[config.mk]
export PLATFORM = sky130hd
export DESIGN_NAME = spi_master_param
export DESIGN_NICKNAME = d
export VERILOG_FILES = /design/src/rtl/spi_master_param_pkg.sv /design/src/rtl/spi_master_param_clk_gen.sv /design/src/rtl/spi_master_param.sv
export SDC_FILE = /design/constraint.sdc
export NUM_CORES = 1
export LEC_CHECK = 0
export ABC_AREA = 1
export ABC_CLOCK_PERIOD_IN_PS = 1350
export CAP_MARGIN = 15
export CORE_UTILIZATION = 45
export DETAILED_ROUTE_END_ITERATION = 8
export PLACE_DENSITY = 0.76
export RECOVER_POWER = 50
export SKIP_LAST_GASP = 1
export SYNTH_ARGS = -nofsm -noshare
export SYNTH_HDL_FRONTEND = slang
export SYNTH_SLANG_ARGS = --single-unit
export TNS_END_PERCENT = 5
[constraint.sdc]
create_clock -name clk -period 1.35 [get_ports clk]
set_input_delay 0.27 -clock clk [delete_from_list [all_inputs] [get_ports clk]]
set_output_delay 0.27 -clock clk [all_outputs]
set_load 0.03 [all_outputs]
[src/rtl/spi_master_param_pkg.sv]
// Shared types and helpers for the parametrised SPI master.
package spi_master_param_pkg;

  typedef enum logic [2:0] {
    ST_IDLE  = 3'd0,
    ST_SETUP = 3'd1,
    ST_SHIFT = 3'd2,
    ST_HOLD  = 3'd3,
    ST_END   = 3'd4
  } state_e;

  // Bit positions inside the latched {cpol, cpha} mode word.
  localparam int unsigned MODE_W    = 2;
  localparam int unsigned MODE_CPHA = 0;
  localparam int unsigned MODE_CPOL = 1;

  function automatic int unsigned min1_clog2(input int unsigned n);
    return (n > 1) ? $clog2(n) : 1;
  endfunction

endpackage

[src/rtl/spi_master_param_clk_gen.sv]
// Half-period divider and spi_clk toggle counter; strobes only fire while shifting.
module spi_master_param_clk_gen
  import spi_master_param_pkg::*;
#(
  parameter int unsigned HALF    = 2,
  parameter int unsigned TOGGLES = 16,
  localparam int unsigned TOG_W  = min1_clog2(TOGGLES)
) (
  input  logic             clk,
  input  logic             reset_n,
  input  logic             clr_i,
  input  logic             shift_i,
  output logic             half_stb_c,
  output logic             lead_stb_c,
  output logic             trail_stb_c,
  output logic [TOG_W-1:0] tog_cnt_o
);

  localparam int unsigned DIV_W = min1_clog2(HALF);

  logic [DIV_W-1:0] div_q, div_d;
  logic [TOG_W-1:0] tog_q, tog_d;

  assign half_stb_c  = (div_q == DIV_W'(HALF - 1));
  assign lead_stb_c  = shift_i && half_stb_c && !tog_q[0];
  assign trail_stb_c = shift_i && half_stb_c && tog_q[0];
  assign tog_cnt_o   = tog_q;

  // Clear wins so every state starts its count from zero.
  always_comb begin
    div_d = div_q + DIV_W'(1);
    tog_d = tog_q;
    if (half_stb_c) div_d = '0;
    if (shift_i && half_stb_c) tog_d = tog_q + TOG_W'(1);
    if (clr_i) begin
      div_d = '0;
      tog_d = '0;
    end
  end

  always_ff @(posedge clk or negedge reset_n) begin
    if (!reset_n) begin
      div_q <= '0;
      tog_q <= '0;
    end else begin
      div_q <= div_d;
      tog_q <= tog_d;
    end
  end

endmodule

[src/rtl/spi_master_param.sv]
// Full-duplex SPI master: DATA_W-bit MSB-first words, CPOL/CPHA modes, NUM_CS selects.
module spi_master_param
  import spi_master_param_pkg::*;
#(
  parameter int unsigned DATA_W  = 8,
  parameter int unsigned CLK_DIV = 4,
  parameter int unsigned NUM_CS  = 1,
  localparam int unsigned CS_W   = min1_clog2(NUM_CS)
) (
  input  logic              clk,
  input  logic              reset_n,
  input  logic              start,
  input  logic              polarity,
  input  logic              phase,
  input  logic [CS_W-1:0]   cs_sel,
  input  logic [DATA_W-1:0] tx_data,
  output logic [DATA_W-1:0] rx_data,
  output logic              busy,
  output logic              done,
  output logic              spi_clk,
  output logic              mosi,
  input  logic              miso,
  output logic [NUM_CS-1:0] cs_n
);

  localparam int unsigned HALF    = CLK_DIV / 2;
  localparam int unsigned TOGGLES = 2 * DATA_W;
  localparam int unsigned TOG_W   = min1_clog2(TOGGLES);
  localparam int unsigned BIT_W   = min1_clog2(DATA_W);

  state_e              state_q, state_d;
  logic [MODE_W-1:0]   mode_q, mode_d;
  logic [CS_W-1:0]     sel_q, sel_d;
  logic [DATA_W-1:0]   tx_sh_q, tx_sh_d;
  logic [DATA_W-1:0]   rx_sh_q, rx_sh_d;
  logic [BIT_W-1:0]    bit_q, bit_d;
  logic [DATA_W-1:0]   rx_data_q, rx_data_d;
  logic [NUM_CS-1:0]   cs_n_q, cs_n_d;
  logic                busy_q, busy_d, done_q, done_d;
  logic                spi_clk_q, spi_clk_d, mosi_q, mosi_d;

  logic                half_stb, lead_stb, trail_stb, last_stb;
  logic [TOG_W-1:0]    tog_cnt;
  logic                load, shifting, active, sample, drive;

  spi_master_param_clk_gen #(
    .HALF    (HALF),
    .TOGGLES (TOGGLES)
  ) u_clk_gen (
    .clk         (clk),
    .reset_n     (reset_n),
    .clr_i       (state_d != state_q),
    .shift_i     (shifting),
    .half_stb_c  (half_stb),
    .lead_stb_c  (lead_stb),
    .trail_stb_c (trail_stb),
    .tog_cnt_o   (tog_cnt)
  );

  assign load     = (state_q == ST_IDLE) && start;
  assign shifting = (state_q == ST_SHIFT);
  assign last_stb = trail_stb && (tog_cnt == TOG_W'(TOGGLES - 1));
  assign active   = state_d inside {ST_SETUP, ST_SHIFT, ST_HOLD};
  assign sample   = mode_q[MODE_CPHA] ? trail_stb : lead_stb;
  // CPHA=1 re-drives on leading edges except the first (MSB already out since SETUP).
  assign drive    = mode_q[MODE_CPHA] ? (lead_stb && (bit_q != BIT_W'(DATA_W - 1)))
                                      : (trail_stb && !last_stb);

  always_ff @(posedge clk or negedge reset_n) begin
    if (!reset_n) state_q <= ST_IDLE;
    else          state_q <= state_d;
  end

  always_comb begin
    state_d = state_q;
    case (state_q)
      ST_IDLE:  if (start)    state_d = ST_SETUP;
      ST_SETUP: if (half_stb) state_d = ST_SHIFT;
      ST_SHIFT: if (last_stb) state_d = ST_HOLD;
      ST_HOLD:  if (half_stb) state_d = ST_END;
      ST_END:                 state_d = ST_IDLE;
      default:                state_d = ST_IDLE;
    endcase
  end

  // Output and datapath next values; outputs follow the next state so they are registered.
  always_comb begin
    mode_d    = mode_q;
    sel_d     = sel_q;
    tx_sh_d   = tx_sh_q;
    rx_sh_d   = rx_sh_q;
    bit_d     = bit_q;
    rx_data_d = rx_data_q;
    cs_n_d    = '1;
    if (state_q == ST_IDLE) mode_d[MODE_CPOL] = polarity;
    if (load) begin
      mode_d[MODE_CPHA] = phase;
      sel_d             = cs_sel;
      tx_sh_d           = tx_data;
      rx_sh_d           = '0;
      bit_d             = BIT_W'(DATA_W - 1);
    end else if (shifting) begin
      if (drive) tx_sh_d = {tx_sh_q[DATA_W-2:0], 1'b0};
      if (sample) begin
        rx_sh_d = {rx_sh_q[DATA_W-2:0], miso};
        if (bit_q != '0) bit_d = bit_q - BIT_W'(1);
      end
    end
    for (int unsigned i = 0; i < NUM_CS; i++) begin
      if (active && (sel_d == CS_W'(i))) cs_n_d[i] = 1'b0;
    end
    busy_d    = active;
    done_d    = (state_d == ST_END);
    mosi_d    = active ? tx_sh_d[DATA_W-1] : 1'b1;
    if (state_d == ST_END) rx_data_d = rx_sh_q;
    if (shifting) spi_clk_d = (lead_stb || trail_stb) ? !spi_clk_q : spi_clk_q;
    else          spi_clk_d = mode_d[MODE_CPOL];
  end

  always_ff @(posedge clk or negedge reset_n) begin
    if (!reset_n) begin
      mode_q    <= '0;
      sel_q     <= '0;
      tx_sh_q   <= '0;
      rx_sh_q   <= '0;
      bit_q     <= '0;
      rx_data_q <= '0;
      cs_n_q    <= '1;
      busy_q    <= 1'b0;
      done_q    <= 1'b0;
      spi_clk_q <= 1'b0;
      mosi_q    <= 1'b1;
    end else begin
      mode_q    <= mode_d;
      sel_q     <= sel_d;
      tx_sh_q   <= tx_sh_d;
      rx_sh_q   <= rx_sh_d;
      bit_q     <= bit_d;
      rx_data_q <= rx_data_d;
      cs_n_q    <= cs_n_d;
      busy_q    <= busy_d;
      done_q    <= done_d;
      spi_clk_q <= spi_clk_d;
      mosi_q    <= mosi_d;
    end
  end

  assign rx_data = rx_data_q;
  assign busy    = busy_q;
  assign done    = done_q;
  assign spi_clk = spi_clk_q;
  assign mosi    = mosi_q;
  assign cs_n    = cs_n_q;

endmodule

### Word level (Yosys, flattened, before mapping)

Cells that the tools add are included.

* bits in registers: 43
* input port bits: 15
* output and inout port bits: 13
* word-level logic and storage cells: 81

* $add $sub $neg: 3
* equality and inequality tests: 11
* muxes and demuxes: 27
* bitwise gates (word level): 1
* reduce and logical (&&, ||, !) cells: 23

Operators by type and width (number)
* 2-to-1 mux 8 bit: 6
* 2-to-1 mux 3 bit: 8
* == test 3 x 2 -> 1 bit, second input constant: 4
* case mux 3 bit (4 select lines): 1
* 2-to-1 mux 1 bit: 10
* nonzero test 2 bit: 5
* logical AND 1 bit: 8
* 2-to-1 mux 4 bit: 2
* == test 3 x 1 -> 1 bit, second input constant: 2
* nonzero test 3 bit: 2
* adder 4 x 1 -> 4 bit, second input constant: 1
* == test 4 bit, second input constant: 1
* AND reduction 2 bit: 2
* == test 3 bit, second input constant: 1
* logical NOT 1 bit: 3
* logical NOT 3 bit: 1
* != test 3 bit: 1
* != test 3 bit, second input constant: 1
* AND reduction 3 bit: 1
* subtractor 3 x 1 -> 3 bit, second input constant: 1
* != test 2 bit, second input constant: 1
* adder 1 bit, second input constant: 1
* logical OR 1 bit: 1
* NOT 1 bit: 1

### Logic depth before layout (Yosys ltp)

Gate-level depths: netlist (run 1).

* depth after elaboration: 11
* mapped depth: 9
* mapped depth without buffers: 9

### Cells and area by module

From an unflattened synthesis (run 1), not the netlist that was laid out.

* cell total of the unflattened synthesis: 218
* area total of the unflattened synthesis: 2113.3 um2

Modules (own cells, without submodules)
* spi_master_param: instances 1, cells an instance 189, area each 1845.5 um2, sequential area each 953.4 um2
* spi_master_param_clk_gen: instances 1, cells an instance 29, area each 267.8 um2, sequential area each 125.1 um2

### Worst setup path before layout (run 1)

No wires, ideal clock.

* path kind: flip-flop to flip-flop
* start: register state_q[2]
* end: register rx_sh_q[5]
* setup time: 0.117 ns
* arrival: 1.326 ns
* data required time: 1.233 ns
* setup slack: -0.094 ns
* stages on the path, launching flop included: 10
* buffers on the path: 1
* clock period less this slack: 1.444 ns
* path through: dfrtp_1 > nor2_4 > nand3_4 > nor2_4 > inv_2 > nand3_4 > nand2_4 > buf_6 > nand2_1 > o21ai_2

* cells in the longest elaborated chain, start to end: 6
* elaborated cells between the ends (all ways): 11
* classes of those cells: eq/ne: 1; mux: 2; reduce/logical: 8

RTL lines
* from (decl): line spi_master_param.sv:31 `state_e state_q, state_d;`
* from (signal assigned): line spi_master_param.sv:71 `else state_q <= state_d;`
* == test 3 x 2 -> 1 bit: line spi_master_param.sv:61 `assign shifting = (state_q == ST_SHIFT);`
* logical AND 1 bit: line spi_master_param_clk_gen.sv:25, spi_master_param_clk_gen.sv:26
* logical AND 1 bit, on equally long branches: line spi_master_param_clk_gen.sv:25, spi_master_param_clk_gen.sv:26
* 2-to-1 mux 1 bit: line spi_master_param.sv:64 `assign sample = mode_q[MODE_CPHA] ? trail_stb : lead_stb;`
* nonzero test 2 bit (no source line)
* AND reduction 2 bit (no source line)
* to (signal assigned): line spi_master_param.sv:137 `rx_sh_q <= rx_sh_d;`
* to (decl): line spi_master_param.sv:35 `logic [DATA_W-1:0] rx_sh_q, rx_sh_d;`

Several ways; a longest one is shown, not always the timed one.
A chain may end at the register's enable or synchronous reset.

### Worst setup path in the final report (run 1)

* start: register rx_data_q[6] (netlist: rx_data[6])
* end: output port rx_data[6]

RTL lines
* from (decl): line spi_master_param.sv:37 `logic [DATA_W-1:0] rx_data_q, rx_data_d;`
* from (signal assigned): line spi_master_param.sv:139 `rx_data_q <= rx_data_d;`
* to (decl): line spi_master_param.sv:17 `output logic [DATA_W-1:0] rx_data,`

No word-level cell between the ends.

==> run_summary.xml, run 1 <==
<?xml version="1.0" encoding="UTF-8"?>
<metrics>
  <group name="sta">
    <metric name="post-route-period-util" unit="%">119</metric>
    <metric name="timing.final.max_slew_violations" unit="">0</metric>
    <metric name="setup_ws" unit="ns">-0.250</metric>
    <metric name="timing_worst_slew_pin_value" unit="ns">0.380</metric>
    <metric name="timing.fmax" unit="GHz">0.625</metric>
    <metric name="setup_tns" unit="ns">-2.68</metric>
    <metric name="hold_viol_final" unit="">0</metric>
    <metric name="slew-limit-headroom" unit="%">74.7</metric>
    <metric name="finalSetupViolCount" unit="">32</metric>
    <metric name="rsz0062_at_grt" unit="">true</metric>
    <metric name="finClkSkew" unit="ns">0.00501</metric>
    <metric name="final.min_clock_period" unit="ns">1.60</metric>
    <metric name="fin_worst_hold_slack" unit="ns">0.388</metric>
  </group>
  <group name="logic_synthesis">
    <metric name="most_used_dff_post_synth" unit="">sky130_fd_sc_hd__dfrtp_1</metric>
    <metric name="synth-edff-count" unit="">0</metric>
    <metric name="synth_area_per_cell" unit="µm²">9.22</metric>
    <metric name="ys_warn_count" unit="">0</metric>
    <metric name="synth.cells.most_frequent" unit="">90 x sky130_fd_sc_hd__nand2_1, 41 x sky130_fd_sc_hd__dfrtp_1, 14 x sky130_fd_sc_hd__inv_1</metric>
    <metric name="yosysUniqueCellTypes" unit="">29</metric>
    <metric name="synthXorXnorAreaFrac" unit="%">1.34</metric>
    <metric name="netlist.top_cell.by_area" unit="">sky130_fd_sc_hd__dfrtp_1</metric>
    <metric name="post-synth-top-count-cell" unit="">sky130_fd_sc_hd__nand2_1</metric>
    <metric name="synthesis.area" unit="mm²">0.00196</metric>
    <metric name="synthesis.nets" unit="">231</metric>
    <metric name="post_synth_mux_area_share" unit="%">0</metric>
    <metric name="sequential_share_of_the_synthesized_area" unit="%">55.2</metric>
    <metric name="synthesis.instances" unit="">212</metric>
    <metric name="postSynth.asyncResetShare" unit="%">100</metric>
    <metric name="ys_ff_latch" unit="">43</metric>
    <metric name="yosys.area_share.simple" unit="%">27.8</metric>
    <metric name="synth_compound_gate_area_share" unit="%">9.02</metric>
    <metric name="synth_top_family_by_area" unit="">simple AND/OR/NAND/NOR gates</metric>
    <metric name="post_synth_main_area_contributors" unit="">sky130_fd_sc_hd__dfrtp_1 52%, sky130_fd_sc_hd__nand2_1 17%, sky130_fd_sc_hd__o21ai_2 3.6%, sky130_fd_sc_hd__dfstp_2 2.7%, sky130_fd_sc_hd__inv_1 2.7%</metric>
    <metric name="synth_top_area_share" unit="%">52.5</metric>
    <metric name="synthAdderAreaFrac" unit="%">2.56</metric>
  </group>
  <group name="drt">
    <metric name="routed_wire_length_per_instance" unit="µm">11.6</metric>
    <metric name="via_count" unit="">1567</metric>
    <metric name="post-route-drc-count" unit="">0</metric>
    <metric name="postRouteWirelength" unit="µm">3750</metric>
    <metric name="ant_nets" unit="">0</metric>
    <metric name="avgViaCountPerCell" unit="">4.85</metric>
    <metric name="initialDrtViolationCount" unit="">86</metric>
    <metric name="detail_route.first_pass.iterations" unit="">4</metric>
  </group>
  <group name="layout">
    <metric name="growth_of_design_area_from_synthesis_to_finish" unit="%">31.2</metric>
    <metric name="finish.cell_count_without_fillers" unit="">323</metric>
    <metric name="post_route_cells_drive_above_1_share" unit="%">22.3</metric>
    <metric name="fin_nets" unit="">291</metric>
    <metric name="final_area" unit="mm²">0.00257</metric>
    <metric name="final_util" unit="%">62.8</metric>
    <metric name="number_of_inserted_diodes" unit="">0</metric>
  </group>
  <group name="global_route">
    <metric name="first_global_vias" unit="">1497</metric>
    <metric name="globalRoute.totalOverflow" unit="">0</metric>
    <metric name="pin_count_of_the_biggest_net_entering_global_routing" unit="">30</metric>
    <metric name="globalRouteTotalUtil" unit="%">19.9</metric>
    <metric name="wire_length_of_the_first_global_routing_pass" unit="µm">6600</metric>
    <metric name="antenna_found_initial" unit="">0</metric>
  </group>
  <group name="worst_setup_path">
    <metric name="timing.critical_path.cells" unit="">clkdlybuf4s50_1</metric>
    <metric name="worstPathRequired" unit="ns">1.08</metric>
    <metric name="kind_of_critical_path" unit="">reg -&gt; out</metric>
    <metric name="worst_path_max_delay_cell" unit="">sky130_fd_sc_hd__clkdlybuf4s50_1</metric>
    <metric name="critical-path-top-delay-family" unit="">buffers and inverters</metric>
    <metric name="crit_fanout" unit="">2</metric>
    <metric name="slowest_delay" unit="ns">0.68</metric>
    <metric name="startpoint_type" unit="">register</metric>
    <metric name="arr_time_crit_path" unit="ns">1.33</metric>
    <metric name="worst-path-buf-inv" unit="">1</metric>
    <metric name="worst_setup_path_end_kind" unit="">output port</metric>
  </group>
  <group name="placement">
    <metric name="post-place-cells" unit="">314</metric>
    <metric name="dpl.hpwl" unit="µm">2810</metric>
    <metric name="dp_slack" unit="ns">-0.200</metric>
    <metric name="placed_cell_area" unit="mm²">0.00248</metric>
    <metric name="port_buffers" unit="">27</metric>
    <metric name="finalWeightedCongestion" unit="">0.796</metric>
  </group>
  <group name="clock_tree">
    <metric name="ctsLongestPathBuffers" unit="">2</metric>
    <metric name="cts_sinks" unit="">43</metric>
    <metric name="worst_skew_pair_later_pin_latency" unit="ns">0.30</metric>
    <metric name="ctsRootBufferMaster" unit="">sky130_fd_sc_hd__clkbuf_8</metric>
    <metric name="clk_transition_reported_paths" unit="ns">0.08</metric>
    <metric name="cts_buffers" unit="">5</metric>
    <metric name="htree_num_levels" unit="">2</metric>
    <metric name="postCtsSetupBuffers" unit="">0</metric>
    <metric name="tritoncts" unit="">done</metric>
  </group>
  <group name="floorplanning">
    <metric name="initial_core_utilization" unit="%">47.9</metric>
    <metric name="io_pins" unit="">28</metric>
    <metric name="placeableCoreArea" unit="mm²">0.00409</metric>
    <metric name="rows" unit="">23</metric>
    <metric name="fp.dieW" unit="µm">67.9</metric>
    <metric name="design.die.area" unit="mm²">0.00461</metric>
    <metric name="die-height" unit="µm">67.9</metric>
  </group>
  <group name="outcome">
    <metric name="outcome" unit="">finished, violations left</metric>
    <metric name="failed_checks" unit="">setup timing</metric>
  </group>
  <group name="power_and_ir_drop">
    <metric name="ir_drop" unit="mV">1.31</metric>
    <metric name="power.static_leakage" unit="nW">1.32</metric>
    <metric name="total_power_consumption" unit="mW">6.02</metric>
    <metric name="power_density" unit="mW/mm²">2340</metric>
  </group>
  <group name="min_path">
    <metric name="worstHoldPathType" unit="">in -&gt; async</metric>
  </group>
  <group name="run">
    <metric name="cap_violations" unit="">0</metric>
  </group>
</metrics>
placed cells by master, fill, tap and decap left out, types with 5 or more instances in the layout:
cell                               n
sky130_fd_sc_hd__nand2_1          90
sky130_fd_sc_hd__dfrtp_1          41
sky130_fd_sc_hd__buf_4            28
sky130_fd_sc_hd__clkdlybuf4s50_1  20
sky130_fd_sc_hd__inv_1            14
sky130_fd_sc_hd__nand3_1           9
sky130_fd_sc_hd__o21ai_2           8
sky130_fd_sc_hd__a21oi_1           7
sky130_fd_sc_hd__a22oi_1           5
sky130_fd_sc_hd__clkbuf_8          5
layer usage:
layer  GRT usage (%)  part of all wire, %  up-vias
li1                -                    -      803
met5               0                    0        -
met2            30.4                   47       31
met4            7.81                  1.8        0
met3            5.50                  3.2        8
met1            26.6                   48      725
power breakdown:
group          internal, mW  switching, mW  total (mW)  leakage, nW
clock                 0.360          0.447       0.806       0.0402
combinational          1.27           1.74        3.00        0.743
sequential             1.86          0.344        2.20        0.541
logic make-up after synthesis:
kind of cell               count (synthesis)
AOI/OAI and AO/OA                         25
xor gates and xnor gates                   3
adders and majority gates                  4
buffers and inverters                     19
DFF                                       43
and+or+nand+nor                          118
registers in the layout, summed over array words and instances (netlist names), 2 cells and up:
name / count
rx_sh_q: 8
mode_q: 2
rx_data: 8
state_q: 3
tx_sh_q: 8
bit_q: 3
u_clk_gen.tog_cnt_o: 4
layout make-up:
class / count / area (µm²)
Tap cell: 50 / 62.6
Inverter: 16 / 60.1
Sequential cell: 43 / 1080
Clock inverter: 3 / 20.0
Timing Repair Buffer: 56 / 479
Multi-Input combinational cell: 150 / 797
Clock buffer: 5 / 68.8
Fill cell: 354 / 1520
timing repair:
action                                  in CTS  in global routing
hold buffers                                 1                  0
endpoints found under the setup margin      38                 40
resized for setup                            2                  2
hold endpoints to repair                     5                  0
pin swaps                                    0                  0
final timing paths:
check	start	end	slack [ns]	cells after the start
min in group clk	rx_data[1]	rx_data[1]	0.47	2
max	rx_data[6]	rx_data[6]	-0.25	1
min	reset_n	tx_sh_q[3]	0.39	2
max in group asynchronous	reset_n	mosi	0.18	3
min reg2reg	rx_data[1]	rx_data[1]	0.47	2
max reg2reg	u_clk_gen.tog_cnt_o[1]	tx_sh_q[2]	-0.08	9
No activity file was read; power rests on OpenSTA's default activity.
==> run 2, diff against run 1 <==
- GPL_TIMING_DRIVEN: default -> 0
- SKIP_CTS_REPAIR_TIMING: default -> 1
==> run 2 against run 1 <==
  * Total power is 2.2% lower
  * Maximum frequency hardly changed
  * First-iteration DRC count is 10% higher
  * Routed wire length is 5.7% lower
  * Critical endpoint is now rx_data[4]
  * Setup slack better by 0.0013 ns
  * Largest power group unchanged
  * Clock-buffer cell count is 3 higher
  * Highest routed layer unchanged
  * Critical path depth stayed put
  * Register-to-register slack worse by 0.11 ns
  * The flow still finishes with violations (setup timing)
==> run_summary.xml, run 2 (synthesized netlist as in run 1, its figures left out) <==
<?xml version="1.0" encoding="UTF-8"?>
<metrics>
  <group name="outcome">
    <metric name="outcome" unit="">finished, violations left</metric>
    <metric name="failed_checks" unit="">setup timing</metric>
  </group>
  <group name="sta">
    <metric name="post-route-period-util" unit="%">118</metric>
    <metric name="finalSetupViolCount" unit="">47</metric>
    <metric name="timing_worst_slew_pin_value" unit="ns">0.733</metric>
    <metric name="final.min_clock_period" unit="ns">1.60</metric>
    <metric name="finClkSkew" unit="ns">0.00270</metric>
    <metric name="setup_ws" unit="ns">-0.249</metric>
    <metric name="slew-limit-headroom" unit="%">51.1</metric>
    <metric name="timing.final.max_slew_violations" unit="">0</metric>
    <metric name="timing.fmax" unit="GHz">0.625</metric>
    <metric name="hold_viol_final" unit="">0</metric>
    <metric name="rsz0062_at_grt" unit="">true</metric>
  </group>
  <group name="placement">
    <metric name="finalWeightedCongestion" unit="">0.837</metric>
    <metric name="dp_slack" unit="ns">-0.319</metric>
    <metric name="port_buffers" unit="">27</metric>
    <metric name="dpl.hpwl" unit="µm">2490</metric>
  </group>
  <group name="worst_setup_path">
    <metric name="startpoint_type" unit="">register</metric>
    <metric name="critical_path.reg2reg.endpoint" unit="">rx_sh_q[6]</metric>
    <metric name="r2r.worst_path.cells" unit="">9</metric>
    <metric name="crit-reg2reg-launch" unit="">state_q[2]</metric>
    <metric name="worst_path_max_delay_cell" unit="">sky130_fd_sc_hd__clkdlybuf4s50_1</metric>
    <metric name="worst_setup_path_end_kind" unit="">output port</metric>
    <metric name="setup.reg_to_reg.worst_slack" unit="ns">-0.19</metric>
    <metric name="crit_fanout" unit="">2</metric>
    <metric name="critical-path-top-delay-family" unit="">buffers and inverters</metric>
    <metric name="arr_time_crit_path" unit="ns">1.33</metric>
    <metric name="worstPathRequired" unit="ns">1.08</metric>
    <metric name="slowest_delay" unit="ns">0.69</metric>
    <metric name="timing.critical_path.cells" unit="">clkdlybuf4s50_1</metric>
    <metric name="worst-path-buf-inv" unit="">1</metric>
    <metric name="kind_of_critical_path" unit="">reg -&gt; out</metric>
  </group>
  <group name="run">
    <metric name="cap_violations" unit="">0</metric>
  </group>
  <group name="clock_tree">
    <metric name="worst_skew_pair_later_pin_latency" unit="ns">0.29</metric>
    <metric name="clk_transition_reported_paths" unit="ns">0.07</metric>
    <metric name="ctsLongestPathBuffers" unit="">2</metric>
    <metric name="ctsRootBufferMaster" unit="">sky130_fd_sc_hd__clkbuf_8</metric>
    <metric name="tritoncts" unit="">done</metric>
    <metric name="htree_num_levels" unit="">2</metric>
    <metric name="cts_sinks" unit="">43</metric>
    <metric name="cts_buffers" unit="">5</metric>
  </group>
  <group name="drt">
    <metric name="postRouteWirelength" unit="µm">3540</metric>
    <metric name="via_count" unit="">1503</metric>
    <metric name="initialDrtViolationCount" unit="">95</metric>
    <metric name="post-route-drc-count" unit="">0</metric>
    <metric name="detail_route.first_pass.iterations" unit="">4</metric>
    <metric name="avgViaCountPerCell" unit="">4.98</metric>
    <metric name="routed_wire_length_per_instance" unit="µm">11.7</metric>
    <metric name="ant_nets" unit="">0</metric>
  </group>
  <group name="floorplanning">
    <metric name="fp.dieW" unit="µm">67.9</metric>
    <metric name="design.die.area" unit="mm²">0.00461</metric>
    <metric name="rows" unit="">23</metric>
    <metric name="initial_core_utilization" unit="%">47.9</metric>
    <metric name="die-height" unit="µm">67.9</metric>
    <metric name="placeableCoreArea" unit="mm²">0.00409</metric>
    <metric name="io_pins" unit="">28</metric>
  </group>
  <group name="global_route">
    <metric name="pin_count_of_the_biggest_net_entering_global_routing" unit="">33</metric>
    <metric name="first_global_vias" unit="">1270</metric>
    <metric name="globalRoute.totalOverflow" unit="">0</metric>
    <metric name="antenna_found_initial" unit="">0</metric>
    <metric name="globalRouteTotalUtil" unit="%">17.7</metric>
    <metric name="wire_length_of_the_first_global_routing_pass" unit="µm">5900</metric>
  </group>
  <group name="layout">
    <metric name="post_route_cells_drive_above_1_share" unit="%">15.1</metric>
    <metric name="mostFrequentLayoutCells" unit="">90 x sky130_fd_sc_hd__nand2_1, 40 x sky130_fd_sc_hd__dfrtp_1, 23 x sky130_fd_sc_hd__clkdlybuf4s50_1</metric>
    <metric name="final_common_cell" unit="">sky130_fd_sc_hd__nand2_1</metric>
    <metric name="fin_nets" unit="">270</metric>
    <metric name="final_util" unit="%">60.3</metric>
    <metric name="n_fill_cell" unit="">363</metric>
    <metric name="number_of_inserted_diodes" unit="">0</metric>
    <metric name="growth_of_design_area_from_synthesis_to_finish" unit="%">26.1</metric>
  </group>
  <group name="min_path">
    <metric name="worstHoldPathType" unit="">reg -&gt; reg</metric>
    <metric name="min_to" unit="">rx_data[1]</metric>
    <metric name="min_from" unit="">rx_data[1]</metric>
    <metric name="holdPathStages" unit="">2</metric>
  </group>
  <group name="power_and_ir_drop">
    <metric name="power_density" unit="mW/mm²">2380</metric>
    <metric name="total_power_consumption" unit="mW">5.88</metric>
    <metric name="ir_drop" unit="mV">1.36</metric>
    <metric name="power.static_leakage" unit="nW">1.23</metric>
  </group>
</metrics>
[run 2: report_power, final]
group | internal, mW | switching, mW
combinational | 1.09 | 1.65
clock | 0.467 | 0.414
sequential | 1.86 | 0.389
[run 2: how the worst max path moves through the flow]
| stage | startpoint | endpoint | slack [ns] | cells after the start |
|---|---|---|---|---|
| floorplan | state_q[0] | rx_sh_q[5] | -0.08 | 9 |
| global placement | reset_n | rx_data[6] | -1.12 | 1 |
| detailed placement | start | rx_sh_q[6] | -0.32 | 7 |
| CTS | mosi | mosi | -0.41 | 1 |
| global route | rx_data[4] | rx_data[4] | -0.29 | 1 |
| finish | rx_data[4] | rx_data[4] | -0.25 | 1 |
[run 2: metrics by stage]
step / setup TNS, ns / hold WS [ns] / area (µm²) / instances
2_1_floorplan: -0.246 / -0.0256 / 1960 / 212
5_1_grt: -10.78 / 0.510 / 2470 / 302
3_3_place_gp: -55.22 / 0.455 / 2290 / 289
6_report: -5.94 / 0.472 / 2470 / 302
4_1_cts: -10.09 / -0.142 / 2400 / 298
3_5_place_dp: -8.08 / 0.177 / 2300 / 290
[run 2: worst min-delay path: cells and delay by family (launching register included)]
| family | cells | cell delay, ns |
|---|---|---|
| flops | 1 | 0.35 |
| simple gates | 2 | 0.09 |
[run 2: metal layers]
metal | global-route usage, % | wire length [µm]
met1 | 24.4 | 1650
met2 | 26.0 | 1690
met3 | 5.00 | 184
met4 | 7.03 | 14
met5 | 0 | 0
[run 2: layout make-up]
class	instances	area, µm²	area share (%)
Buffer	3	20.0	0.812
Clock buffer	8	100	4.06
Inverter	16	60.1	2.44
Multi-Input combinational cell	150	815	33.0
Sequential cell	43	1080	43.8
Tap cell	50	62.6	2.54
Timing Repair Buffer	32	329	13.3
